## config.mk

```make
export PLATFORM = sky130hd
export DESIGN_NAME = hazard_ctrl
export DESIGN_NICKNAME = d
export VERILOG_FILES = /design/src/rtl/hazard_ctrl_pkg.sv /design/src/rtl/hazard_ctrl.sv
export SDC_FILE = /design/constraint.sdc
export NUM_CORES = 1
export LEC_CHECK = 0
export BUFFER_PORTS_ARGS = -buffer_cell sky130_fd_sc_hd__buf_2
export CORE_UTILIZATION = 42
export CTS_CLUSTER_SIZE = 20
export DETAILED_ROUTE_END_ITERATION = 7
export PLACE_DENSITY = 0.64
export SETUP_SLACK_MARGIN = 0.15
export SYNTH_ARGS = -nofsm -noshare
export SYNTH_HDL_FRONTEND = slang
export SYNTH_SLANG_ARGS = --single-unit
```

## constraint.sdc

```tcl
create_clock -name clk -period 3.3 [get_ports clk]
set_clock_uncertainty 0.05 [all_clocks]
set_input_delay 0.33 -clock clk [delete_from_list [all_inputs] [get_ports clk]]
set_output_delay 0.33 -clock clk [all_outputs]
set_load 0.02 [all_outputs]
```

## src/rtl/hazard_ctrl_pkg.sv

```systemverilog
// Shared types and constants for the pipeline hazard/stall controller.
// Stall masks are indexed by stage: bit0 PC ... bit5 WB, 1 = hold.
package hazard_ctrl_pkg;

    localparam int STALL_BUS_W = 6;

    typedef logic [STALL_BUS_W-1:0] stall_bus_t;

    localparam logic STOP    = 1'b1;
    localparam logic NO_STOP = 1'b0;

    // PC, IF/ID and ID/EX hold while EX/MEM runs on, which injects a bubble into EX.
    localparam stall_bus_t STALL_NONE = 6'b000000;
    localparam stall_bus_t STALL_LU   = 6'b000111;
    localparam stall_bus_t STALL_DIV  = 6'b001111;
    localparam stall_bus_t STALL_MEM  = 6'b011111;

    typedef enum logic {
        HC_IDLE = 1'b0,
        HC_DIV  = 1'b1
    } hc_state_e;

    // Load-use match of one ID operand against the EX destination register.
    function automatic logic operand_hit(input logic       uses,
                                         input logic [4:0] src,
                                         input logic [4:0] waddr);
        return uses && (src == waddr);
    endfunction

endpackage

```

## src/rtl/hazard_ctrl.sv

```systemverilog
// Stall controller: merges load-use hazards, a fixed-latency divide sequencer
// and data-SRAM wait into one per-stage hold mask, plus a stall-cycle counter.
module hazard_ctrl
    import hazard_ctrl_pkg::*;
#(
    parameter int DIV_LAT = 32
) (
    input  logic        clk,
    input  logic        rst,
    input  logic [4:0]  id_rs,
    input  logic [4:0]  id_rt,
    input  logic        id_uses_rs,
    input  logic        id_uses_rt,
    input  logic        id_stallreq,
    input  logic        ex_is_load,
    input  logic        ex_rf_we,
    input  logic [4:0]  ex_rf_waddr,
    input  logic        div_start,
    input  logic        mem_wait,
    output logic [5:0]  stall,
    output logic        div_busy,
    output logic        div_done,
    output logic [31:0] stall_cycles
);

    localparam logic [5:0] CNT_INIT = 6'(DIV_LAT - 1);

    hc_state_e  state;
    logic [5:0] cnt;
    logic       cnt_zero;
    logic       lu;

    assign cnt_zero = (cnt == 6'd0);

    assign lu = id_stallreq
              | (ex_is_load && ex_rf_we && (ex_rf_waddr != 5'd0)
                 && (operand_hit(id_uses_rs, id_rs, ex_rf_waddr)
                     || operand_hit(id_uses_rt, id_rt, ex_rf_waddr)));

    // A finished divide waits for the memory stage, so done needs mem_wait low.
    assign div_done = (state == HC_DIV) && cnt_zero && !mem_wait;
    assign div_busy = (state == HC_DIV);

    // NOTE: every always_comb output gets a default first so no path can infer a latch.
    always_comb begin
        stall = STALL_NONE;
        if (mem_wait)
            stall = STALL_MEM;
        else if (((state == HC_IDLE) && div_start) || ((state == HC_DIV) && !cnt_zero))
            stall = STALL_DIV;
        else if ((state == HC_IDLE) && lu)
            stall = STALL_LU;
    end

    // NOTE: sequential state uses non-blocking assignments so all registers update from pre-edge values.
    always_ff @(posedge clk) begin
        if (rst) begin
            state <= HC_IDLE;
            cnt   <= 6'd0;
        end else begin
            case (state)
                HC_IDLE: begin
                    if (div_start) begin
                        cnt   <= CNT_INIT;
                        state <= HC_DIV;
                    end
                end
                HC_DIV: begin
                    // The counter keeps running under mem_wait; only completion is deferred.
                    if (!cnt_zero)
                        cnt <= cnt - 6'd1;
                    else if (!mem_wait)
                        state <= HC_IDLE;
                end
                default: begin
                    state <= HC_IDLE;
                    cnt   <= 6'd0;
                end
            endcase
        end
    end

    always_ff @(posedge clk) begin
        if (rst)
            stall_cycles <= 32'd0;
        else if (stall[0] == STOP)
            stall_cycles <= stall_cycles + 32'd1;
    end

endmodule

```

==> results.json, run 1 <==
{
  "outcome": "completed",
  "die_h_um": 83.2,
  "synth_cell_types": 54,
  "r2r_slack_ns": 0.88,
  "clk_pin_slew_worst_paths_ns": 0.08,
  "io_buffers": 62,
  "antenna_left": 0,
  "cts_tree": "built",
  "power.static_leakage_uw": 0.00126,
  "worstHoldPathType": "in2reg",
  "globalRouteOverflowTotal": 0,
  "use_met1_pct": 24.8,
  "gp_congestion": 0.765,
  "arrival_ns": 2.19,
  "avgRoutedWirePerCell_um": 14.0,
  "grt_max_degree": 45,
  "drt_iter0_markers": 178,
  "post-route-period-util_pct": 77.8,
  "syn-instance-count": 336,
  "critPathMaxStageDelay_ns": 0.42,
  "grt_util_met3_pct": 4.47,
  "synth.avg_cell_area_sq_um": 8.24,
  "cts_sinks": 39,
  "final_hold_viol_count": 0,
  "ios": 64,
  "final_common_cell": "buf_2",
  "yosysWarnings": 0,
  "drc_errors": 0,
  "startpoint": "cnt[2]",
  "nNetsFinal": 408,
  "cellPowerDensity_nw_per_um2": 339,
  "setup_viol": 0,
  "ys_seq_area_share_pct": 28.2,
  "min_from": "div_start",
  "critPathKind": "reg2out",
  "cap_viol_max_count": 0,
  "first_pass_iters": 4,
  "tightestPinTransition_ns": 0.738,
  "hold_buffers": 0,
  "peakVddDrop_v": 0.000196,
  "diodes": 0,
  "grt_pass1_wl_mm": 10.5,
  "root_buffer": "clkbuf_8",
  "path_cells": "nor4_4, a31oi_4, nor2_4, o21a_1, inv_1, buf_2",
  "worstReg2RegStart": "stall_cycles[0]",
  "fin_setup_tns_ns": 0,
  "track_usage_pct": 18.5,
  "whs_ns": 0.328,
  "antenna_found_initial": 0,
  "cp_slowest_cell": "nor4_4",
  "first_global_vias": 2229,
  "yosys.area.top_type": "dfxtp_1",
  "htree_levels": 2,
  "via_per_inst": 5.62,
  "cp-end-kind": "output pin",
  "hpwl_mm": 4.63,
  "yosysTopAreaCellShare_pct": 28.2,
  "wl_mm": 6.46,
  "synth_top_family_by_area": "simple AND/OR/NAND/NOR gates",
  "initial_core_util_pct": 43.6,
  "drive_gt1_share_pct": 25.8,
  "synth-xor-area-share_pct": 3.16,
  "layout_common_cells": "62 x buf_2, 45 x nor2_1, 39 x dfxtp_1, 28 x nor2b_1, 28 x nand3_1",
  "synthTopCellsByArea": "dfxtp_1 28%, mux2_1 10%, nor2b_1 6.3%",
  "ys_seq_elements": 39,
  "clock_path_buffers": 2,
  "clock_latency_ns": 0.29,
  "post-cts-setup-buffers": 0,
  "yosys.area_share.simple_pct": 33.2,
  "die_area_sq_um": 6920,
  "rsz0062_at_grt": "no",
  "postCtsResizedCells": 0,
  "std_cell_rows": 29,
  "synth_compound_area_share_pct": 14.6,
  "syn_nets": 362,
  "slew_violations": 0,
  "fin_crit_ns": 2.57,
  "crit_path_start_kind": "register",
  "cp.required_ns": 2.92,
  "cts_buffers": 5,
  "areaGrowthSynthToFinish_pct": 14.3,
  "synthAdderAreaFrac_pct": 0.904,
  "grtUsageMet2_pct": 30.2,
  "max_freq_ghz": 0.389,
  "core_area_sq_um": 6350,
  "fp.dieW_um": 83.2,
  "max_slew_margin_pct": 50.6,
  "muxShareOfSynthArea_pct": 13.3,
  "critPathMaxFanout": 16,
  "vias": 2586,
  "grt-busiest-layer": "met2",
  "syn_area_sq_um": 2770
}
==> report_power, final <==
part / total (uW) / internal (uW) / switching (uW)
Sequential: 502 / 483 / 19.3
Clock: 419 / 245 / 174
Combinational: 151 / 57.6 / 93.6
==> cells by family (layout without fill, tap and decap cells) <==
kind of cell | count (synthesis) | after routing
AO/OA/AOI/OAI | 49 | 49
adder cells (fa/ha/maj) | 2 | 2
flip-flops | 39 | 39
multiplexers | 33 | 33
AND/OR/NAND/NOR | 170 | 170
other | 1 | 1
XOR/XNOR | 10 | 10
buffers and inverters | 32 | 79
==> Yosys cell counts, drive strengths merged <==
library cell,number
and3,2
and4,4
o32ai,16
conb,1
or4,2
xnor2,2
o21a,2
o211ai,3
nand4,9
xor2,8
clkbuf,9
inv,7
a32oi,1
o22ai,11
o21ai,7
buf,16
ha,2
dfxtp,39
nand3,28
mux2i,2
nand2,26
or2,5
nand2b,3
nor4,5
a31oi,3
nor3b,1
and3b,1
or3,2
mux2,31
a21oi,4
a311oi,2
nor2b,28
and2,2
nor2,46
nor3,6
==> worst paths after layout <==
check	endpoint	cells past startpoint
hold reg to reg	cnt[0]	1
setup reg to reg	stall_cycles[18]	6
hold / removal	div_busy	3
setup / recovery	stall[1]	6
==> metrics by stage <==
step / setup WS (ns) / power [uW] / instances / utilization (%) / cell area, sq um
floorplan: 1.13 / 624 / 336 / - / 2770
global placement: 0.943 / 661 / 452 / 48.0 / 3050
detailed placement: 0.908 / 665 / 452 / 48.0 / 3050
CTS: 0.695 / 1090 / 460 / 49.8 / 3160
global route: 0.551 / 1130 / 460 / 49.8 / 3160
finish: 0.732 / 1070 / 460 / 49.8 / 3160
==> final cells by class <==
class / count / area (sq um)
fill: 617 / 3190
multi-input combinational: 265 / 1820
sequential: 39 / 781
timing repair buffer: 64 / 325
tap: 77 / 96.3
clock buffer: 6 / 82.6
clock inverter: 2 / 35.0
inverter: 7 / 26.3
==> worst max-delay path, delay by kind of cell, from the launching register on <==
| family | cells | cell delay, ns |
|---|---|---|
| simple gates | 2 | 0.82 |
| compound gates | 2 | 0.46 |
| flops | 1 | 0.38 |
| buf+inv | 2 | 0.23 |
==> state kept, by name, summed over array words and instances (netlist names) <==
register / count
cnt: 6
div_busy: 1
stall_cycles: 32
==> metal layers <==
layer	wire, um	share of wire [%]
met1	3010	47
met2	3080	48
met3	308	4.8
met4	55	0.85
met5	0	0
(Power assumes the default switching activity.)
==> inputs of run 2 (changes only) <==
--- a/config.mk
+++ b/config.mk
@@ -5,11 +5,12 @@
 export SDC_FILE = /design/constraint.sdc
 export NUM_CORES = 1
 export LEC_CHECK = 0
+export ABC_AREA = 1
 export BUFFER_PORTS_ARGS = -buffer_cell sky130_fd_sc_hd__buf_2
 export CORE_UTILIZATION = 42
 export CTS_CLUSTER_SIZE = 20
 export DETAILED_ROUTE_END_ITERATION = 7
-export PLACE_DENSITY = 0.64
+export PLACE_DENSITY = 0.66
 export SETUP_SLACK_MARGIN = 0.15
 export SYNTH_ARGS = -nofsm -noshare
 export SYNTH_HDL_FRONTEND = slang
==> constraint.sdc (replaced) <==
create_clock -name clk -period 2.1 [get_ports clk]
set_clock_uncertainty 0.05 [all_clocks]
set_input_delay 0.21 -clock clk [delete_from_list [all_inputs] [get_ports clk]]
set_output_delay 0.21 -clock clk [all_outputs]
set_load 0.02 [all_outputs]
==> results.json, run 2 <==
{
  "outcome": "completed",
  "first_pass_iters": 5,
  "track_usage_pct": 24.5,
  "synth_top_family_by_area": "simple AND/OR/NAND/NOR gates",
  "setup_viol": 0,
  "peakVddDrop_v": 0.000384,
  "cp.required_ns": 1.84,
  "synthTopCellsByArea": "dfxtp_1 29%, nand2_1 17%, nand3_1 7.7%",
  "cts_buffers": 5,
  "worst-r2r-cell-count": 12,
  "initial_core_util_pct": 44.7,
  "crit_top_cell": "nand2_4",
  "syn_area_sq_um": 2720,
  "fin_setup_tns_ns": 0,
  "slew_violations": 0,
  "die_area_sq_um": 6810,
  "fin_crit_ns": 1.97,
  "fin_cells": 571,
  "place_area_sq_um": 3110,
  "clock_latency_ns": 0.29,
  "die_h_um": 82.5,
  "globalRouteOverflowTotal": 0,
  "ys_seq_area_share_pct": 28.7,
  "worstHoldPathType": "in2reg",
  "rsz0062_at_grt": "yes",
  "synth_edf_count": 0,
  "ys_async_sr_fraction_pct": 0,
  "path_cells": "inv_2, ha_4, nand2_4, nor2_4, nand3_2, nand2_2, nand2_4, nor2_8, buf_12, inv_4, buf_6",
  "syn-instance-count": 420,
  "ys_seq_elements": 39,
  "power.static_leakage_uw": 0.00153,
  "synth.most_common_cell": "nand2_1",
  "max_freq_ghz": 0.509,
  "io_buffers": 62,
  "fillers": 609,
  "drc_errors": 0,
  "critPathKind": "reg2out",
  "dpl_worst_slack_ns": 0.106,
  "gp_congestion": 0.896,
  "drt_iter0_markers": 208,
  "final_common_cell": "nand2_1",
  "synth-main-ff-cell": "dfxtp_1",
  "clock_path_buffers": 2,
  "ios": 64,
  "grt_pass1_wl_mm": 12.6,
  "cp-end-kind": "output pin",
  "worstReg2RegStart": "cnt[0]",
  "final_hold_viol_count": 0,
  "r2r_slack_ns": 0.20,
  "multi_input_area_sq_um": 1740,
  "grt_max_degree": 40,
  "wl_mm": 7.54,
  "stdcell_area_sq_um": 3430,
  "crit_path_start_kind": "register",
  "htree_levels": 2,
  "critPathMaxFanout": 3,
  "antenna_found_initial": 0,
  "first_global_vias": 2696,
  "drive_gt1_share_pct": 28.0,
  "synth-xor-area-share_pct": 9.60,
  "largest_reg_flops": 32,
  "regMostFlops": "stall_cycles",
  "via_per_inst": 5.05,
  "crit_buf_inv": 4,
  "dp_cells": 550,
  "fin_ws_ns": 0.135,
  "clk_pin_slew_worst_paths_ns": 0.07,
  "layout_common_cells": "123 x nand2_1, 58 x buf_2, 41 x nand3_1, 38 x inv_1, 36 x dfxtp_1",
  "cellPowerDensity_nw_per_um2": 501,
  "cts_sinks": 39,
  "synthAdderAreaFrac_pct": 0.919,
  "avgRoutedWirePerCell_um": 13.2,
  "arrival_ns": 1.71,
  "cp_slowest_cell": "dfxtp_2",
  "antenna_left": 0,
  "yosys.area_share.simple_pct": 42.4,
  "cap_viol_max_count": 0,
  "critPathMaxStageDelay_ns": 0.33,
  "min_from": "div_start",
  "whs_endpoint": "div_busy",
  "yosysTopAreaCellShare_pct": 28.7,
  "yosysWarnings": 0,
  "diodes": 0,
  "synth.avg_cell_area_sq_um": 6.49,
  "startpoint": "cnt[0]",
  "total_power_uw": 1720,
  "muxShareOfSynthArea_pct": 0,
  "syn_nets": 446,
  "cts_tree": "built",
  "synth_compound_area_share_pct": 8.31,
  "crit_family": "simple AND/OR/NAND/NOR gates",
  "std_cell_rows": 28,
  "seq_area_sq_um": 785,
  "rr_endpoint": "stall_cycles[22]",
  "hold_depth": 3,
  "fp.dieW_um": 82.5,
  "vias": 2886,
  "post-route-period-util_pct": 93.6,
  "max_slew_margin_pct": 47.5,
  "yosys-top-cells-count": "124 x nand2_1, 42 x nand3_1, 41 x inv_1",
  "synth_cell_types": 31,
  "root_buffer": "clkbuf_8",
  "yosys.area.top_type": "dfxtp_1",
  "tightestPinTransition_ns": 0.788,
  "hpwl_mm": 5.16,
  "core_area_sq_um": 6100,
  "areaGrowthSynthToFinish_pct": 26.0,
  "nNetsFinal": 522
}
[run 2: changes by cell type after synthesis, moves of 6 or more]
cell / change
nand2_1: +101
inv_1: +34
a21oi_1: +28
nor2b_1: -28
mux2_1: -25
nand3_1: +14
o32ai_1: -13
xor2_1: +12
o22ai_1: -11
nor2_1: -10
mux2_2: -6
nor3_1: +6
xnor2_1: +6
[run 2: logic make-up (layout without fill, tap and decap cells)]
family | after synthesis | count (layout)
flip-flops | 39 | 39
XOR/XNOR | 29 | 29
other | 1 | 1
adder cells (fa/ha/maj) | 2 | 2
AO/OA/AOI/OAI | 41 | 41
AND/OR/NAND/NOR | 245 | 245
buffers and inverters | 63 | 139
[run 2: worst register-to-register path: cells and delay by family, from the launching register on]
kind | cells | cell delay (ns)
AND/OR/NAND/NOR | 7 | 0.72
flip-flops | 1 | 0.33
adder cells (fa/ha/maj) | 1 | 0.15
buffers and inverters | 3 | 0.43
AO/OA/AOI/OAI | 1 | 0.15
[run 2: stage by stage]
| step | util, % | hold slack, ns |
|---|---|---|
| 6_report | 56.3 | 0.146 |
| 4_1_cts | 55.2 | 0.143 |
| 3_3_place_gp | 50.9 | 0.399 |
| 3_5_place_dp | 50.9 | 0.403 |
| 5_1_grt | 56.3 | 0.174 |
| 2_1_floorplan | - | 0.323 |
[run 2: how the worst max path moves through the flow]
stage                     slack, ns         endpoint  depth (start not counted)
final                          0.13         stall[3]                         11
after global routing           0.07         stall[3]                         11
after CTS                      0.14         stall[3]                         11
after detailed placement       0.11  stall_cycles[6]                         12
after global placement         0.18         stall[3]                         11
after floorplan                0.32         stall[1]                         11
[run 2: timing repair]
action	4_1_cts	5_1_grt
gates resized for setup	19	14
gates cloned	1	0
setup endpoints to repair	20	37
hold buffers	0	0
pin swaps	7	6
buffers inserted	10	3
[run 2: cell type report]
class | instances | area share, %
clock buffer | 6 | 2.41
clock inverter | 1 | 0.146
inverter | 46 | 5.10
multi-input combinational | 318 | 50.7
sequential | 39 | 22.9
tap | 75 | 2.73
timing repair buffer | 86 | 16.1
[run 2: routing by layer]
| metal | vias up | track usage [%] | part of all wire (%) |
|---|---|---|---|
| li1 | 1483 | - | - |
| met1 | 1291 | 32.8 | 47 |
| met2 | 93 | 38.1 | 45 |
| met3 | 19 | 6.15 | 5.8 |
| met4 | 0 | 8.10 | 2.3 |
| met5 | - | 0 | 0 |
[run 2: power breakdown]
part	leakage [uW]	internal [uW]	total [uW]	switching [uW]
clock	0.0000470	258	519	261
sequential	0.000317	763	784	21.2
combinational	0.00117	174	416	242
==> inputs of run 3 (changes only) <==
--- a/config.mk
+++ b/config.mk
@@ -7,10 +7,10 @@
 export LEC_CHECK = 0
 export ABC_AREA = 1
 export BUFFER_PORTS_ARGS = -buffer_cell sky130_fd_sc_hd__buf_2
-export CORE_UTILIZATION = 42
+export CORE_UTILIZATION = 49
 export CTS_CLUSTER_SIZE = 20
 export DETAILED_ROUTE_END_ITERATION = 7
-export PLACE_DENSITY = 0.66
+export PLACE_DENSITY = 0.76
 export SETUP_SLACK_MARGIN = 0.15
 export SYNTH_ARGS = -nofsm -noshare
 export SYNTH_HDL_FRONTEND = slang
==> constraint.sdc (replaced) <==
create_clock -name clk -period 1.7 [get_ports clk]
set_clock_uncertainty 0.05 [all_clocks]
set_input_delay 0.17 -clock clk [delete_from_list [all_inputs] [get_ports clk]]
set_output_delay 0.17 -clock clk [all_outputs]
set_load 0.1 [all_outputs]
==> results.json, run 3 (synthesized netlist as in run 2, its figures left out) <==
{
  "wl_mm": 8.00,
  "layout_common_cells": "108 x nand2_1, 57 x buf_2, 41 x nand3_1, 36 x inv_1, 34 x nor2_1",
  "critPathKind": "reg2out",
  "crit_buf_inv": 3,
  "p_int_uw": 1490,
  "grt_pass1_wl_mm": 12.6,
  "fin_crit_ns": 1.97,
  "crit_path_start_kind": "register",
  "cp.required_ns": 1.48,
  "hold_depth": 3,
  "fin_cells": 572,
  "crit_family": "simple AND/OR/NAND/NOR gates",
  "path_cells": "inv_2, ha_4, nand2_4, nor2_4, nand3_2, nand2_2, nand2_4, nor2_8, nand2_4, buf_12, buf_12",
  "gp_congestion": 0.945,
  "antenna_left": 0,
  "cp-end-kind": "output pin",
  "first_pass_iters": 5,
  "globalRouteOverflowTotal": 0,
  "violations": "setup timing",
  "htree_levels": 2,
  "critPathMaxStageDelay_ns": 0.33,
  "switchingPower_uw": 843,
  "drt_iter0_markers": 225,
  "cts_tree": "built",
  "clk_pin_slew_worst_paths_ns": 0.08,
  "areaGrowthSynthToFinish_pct": 43.0,
  "final_hold_viol_count": 0,
  "comb_power_share_pct": 32.3,
  "fp.dieW_um": 76.6,
  "regMostFlops": "stall_cycles",
  "utilization_pct": 74.4,
  "max_slew_margin_pct": 59.3,
  "cap_viol_max_count": 0,
  "via_per_inst": 5.28,
  "peakVddDrop_v": 0.000417,
  "diodes": 0,
  "fin_ws_ns": -0.273,
  "outcome": "complete, but fails checks",
  "cts_sinks": 39,
  "vias": 3021,
  "die_area_sq_um": 5860,
  "final_common_cell": "nand2_1",
  "tightestPinTransition_ns": 0.610,
  "antenna_found_initial": 0,
  "worst-path-stages": 11,
  "power_frac_clock_pct": 27.2,
  "die_h_um": 76.6,
  "total_power_uw": 2330,
  "hpwl_mm": 5.62,
  "ios": 64,
  "io_buffers": 62,
  "clock_path_buffers": 2,
  "swShare_pct": 36.2,
  "dp_cells": 551,
  "track_usage_pct": 26.8,
  "root_buffer": "clkbuf_8",
  "worstHoldPathType": "in2reg",
  "std_cell_rows": 26,
  "max_freq_ghz": 0.507,
  "cellPowerDensity_nw_per_um2": 598,
  "setup_viol": 37,
  "worst-r2r-cell-count": 14,
  "arrival_ns": 1.75,
  "core_area_sq_um": 5240,
  "fin_setup_tns_ns": -5.34,
  "drc_errors": 0,
  "post-route-period-util_pct": 116,
  "whs_ns": 0.0840,
  "grt_max_degree": 24,
  "cp_slowest_cell": "dfxtp_2",
  "first_global_vias": 2734,
  "crit_top_cell": "nand2_4",
  "drive_gt1_share_pct": 41.8,
  "slew_violations": 0,
  "rsz0062_at_grt": "yes",
  "clock_latency_ns": 0.29,
  "initial_core_util_pct": 52.0,
  "power.static_leakage_uw": 0.00170,
  "critPathMaxFanout": 4,
  "seq_power_share_pct": 40.5,
  "largest_reg_flops": 32,
  "avgRoutedWirePerCell_um": 14.0,
  "hold_buffers": 0,
  "nNetsFinal": 527,
  "cts_buffers": 5
}
## run 3: worst min-delay path, cell delays in order
cell and delay [ns]:
buf_2 0.09, inv_1 0.06, a211oi_1 0.06
## run 3: stage by stage
stage	cell area [sq um]	setup slack (ns)
finish	3900	-0.273
global route	3900	-0.366
CTS	3600	-0.247
detailed placement	3410	-0.0746
global placement	3410	-0.0199
floorplan	2940	-0.182
## run 3: power groups by stage
stage               logic, uW  clock network, uW  registers (uW)
CTS                       653                656             943
finish                    753                633             942
global route              804                687             945
floorplan                 367                  0            1040
detailed placement        609                  0             964
global placement          595                  0             963
## run 3: path summary, 6_finish.rpt
| check | slack, ns | to | from |
|---|---|---|---|
| worst min register to register | 0.44 | cnt[5] | cnt[5] |
| worst max-delay path | -0.27 | stall[2] | cnt[0] |
| worst max register to register | -0.18 | stall_cycles[27] | cnt[0] |
| worst min-delay path | 0.08 | div_busy | div_start |
## run 3: area by class of cell
| class | instances | area [sq um] |
|---|---|---|
| fillers | 401 | 1340 |
| well taps | 70 | 87.6 |
| multi-input cells | 318 | 1920 |
| clock buffers | 5 | 68.8 |
| flip-flops and latches | 39 | 888 |
| inverters | 46 | 176 |
| repair buffers | 91 | 736 |
| clock inverters | 3 | 20.0 |
## run 3: timing repair
item                                    in CTS  in global routing
endpoints found under the setup margin      38                 41
cloned                                       0                  3
pin swaps                                    6                 18
setup buffers                                6                  4
hold endpoints to repair                     0                  0
resized for setup                           15                 50
## run 3: layer usage
| layer | wire, um | track usage [%] | up-vias |
|---|---|---|---|
| li1 | - | - | 1500 |
| met1 | 3540 | 35.2 | 1402 |
| met2 | 3870 | 44.1 | 105 |
| met3 | 488 | 5.15 | 14 |
| met4 | 103 | 8.27 | 0 |
| met5 | 0 | 0 | - |
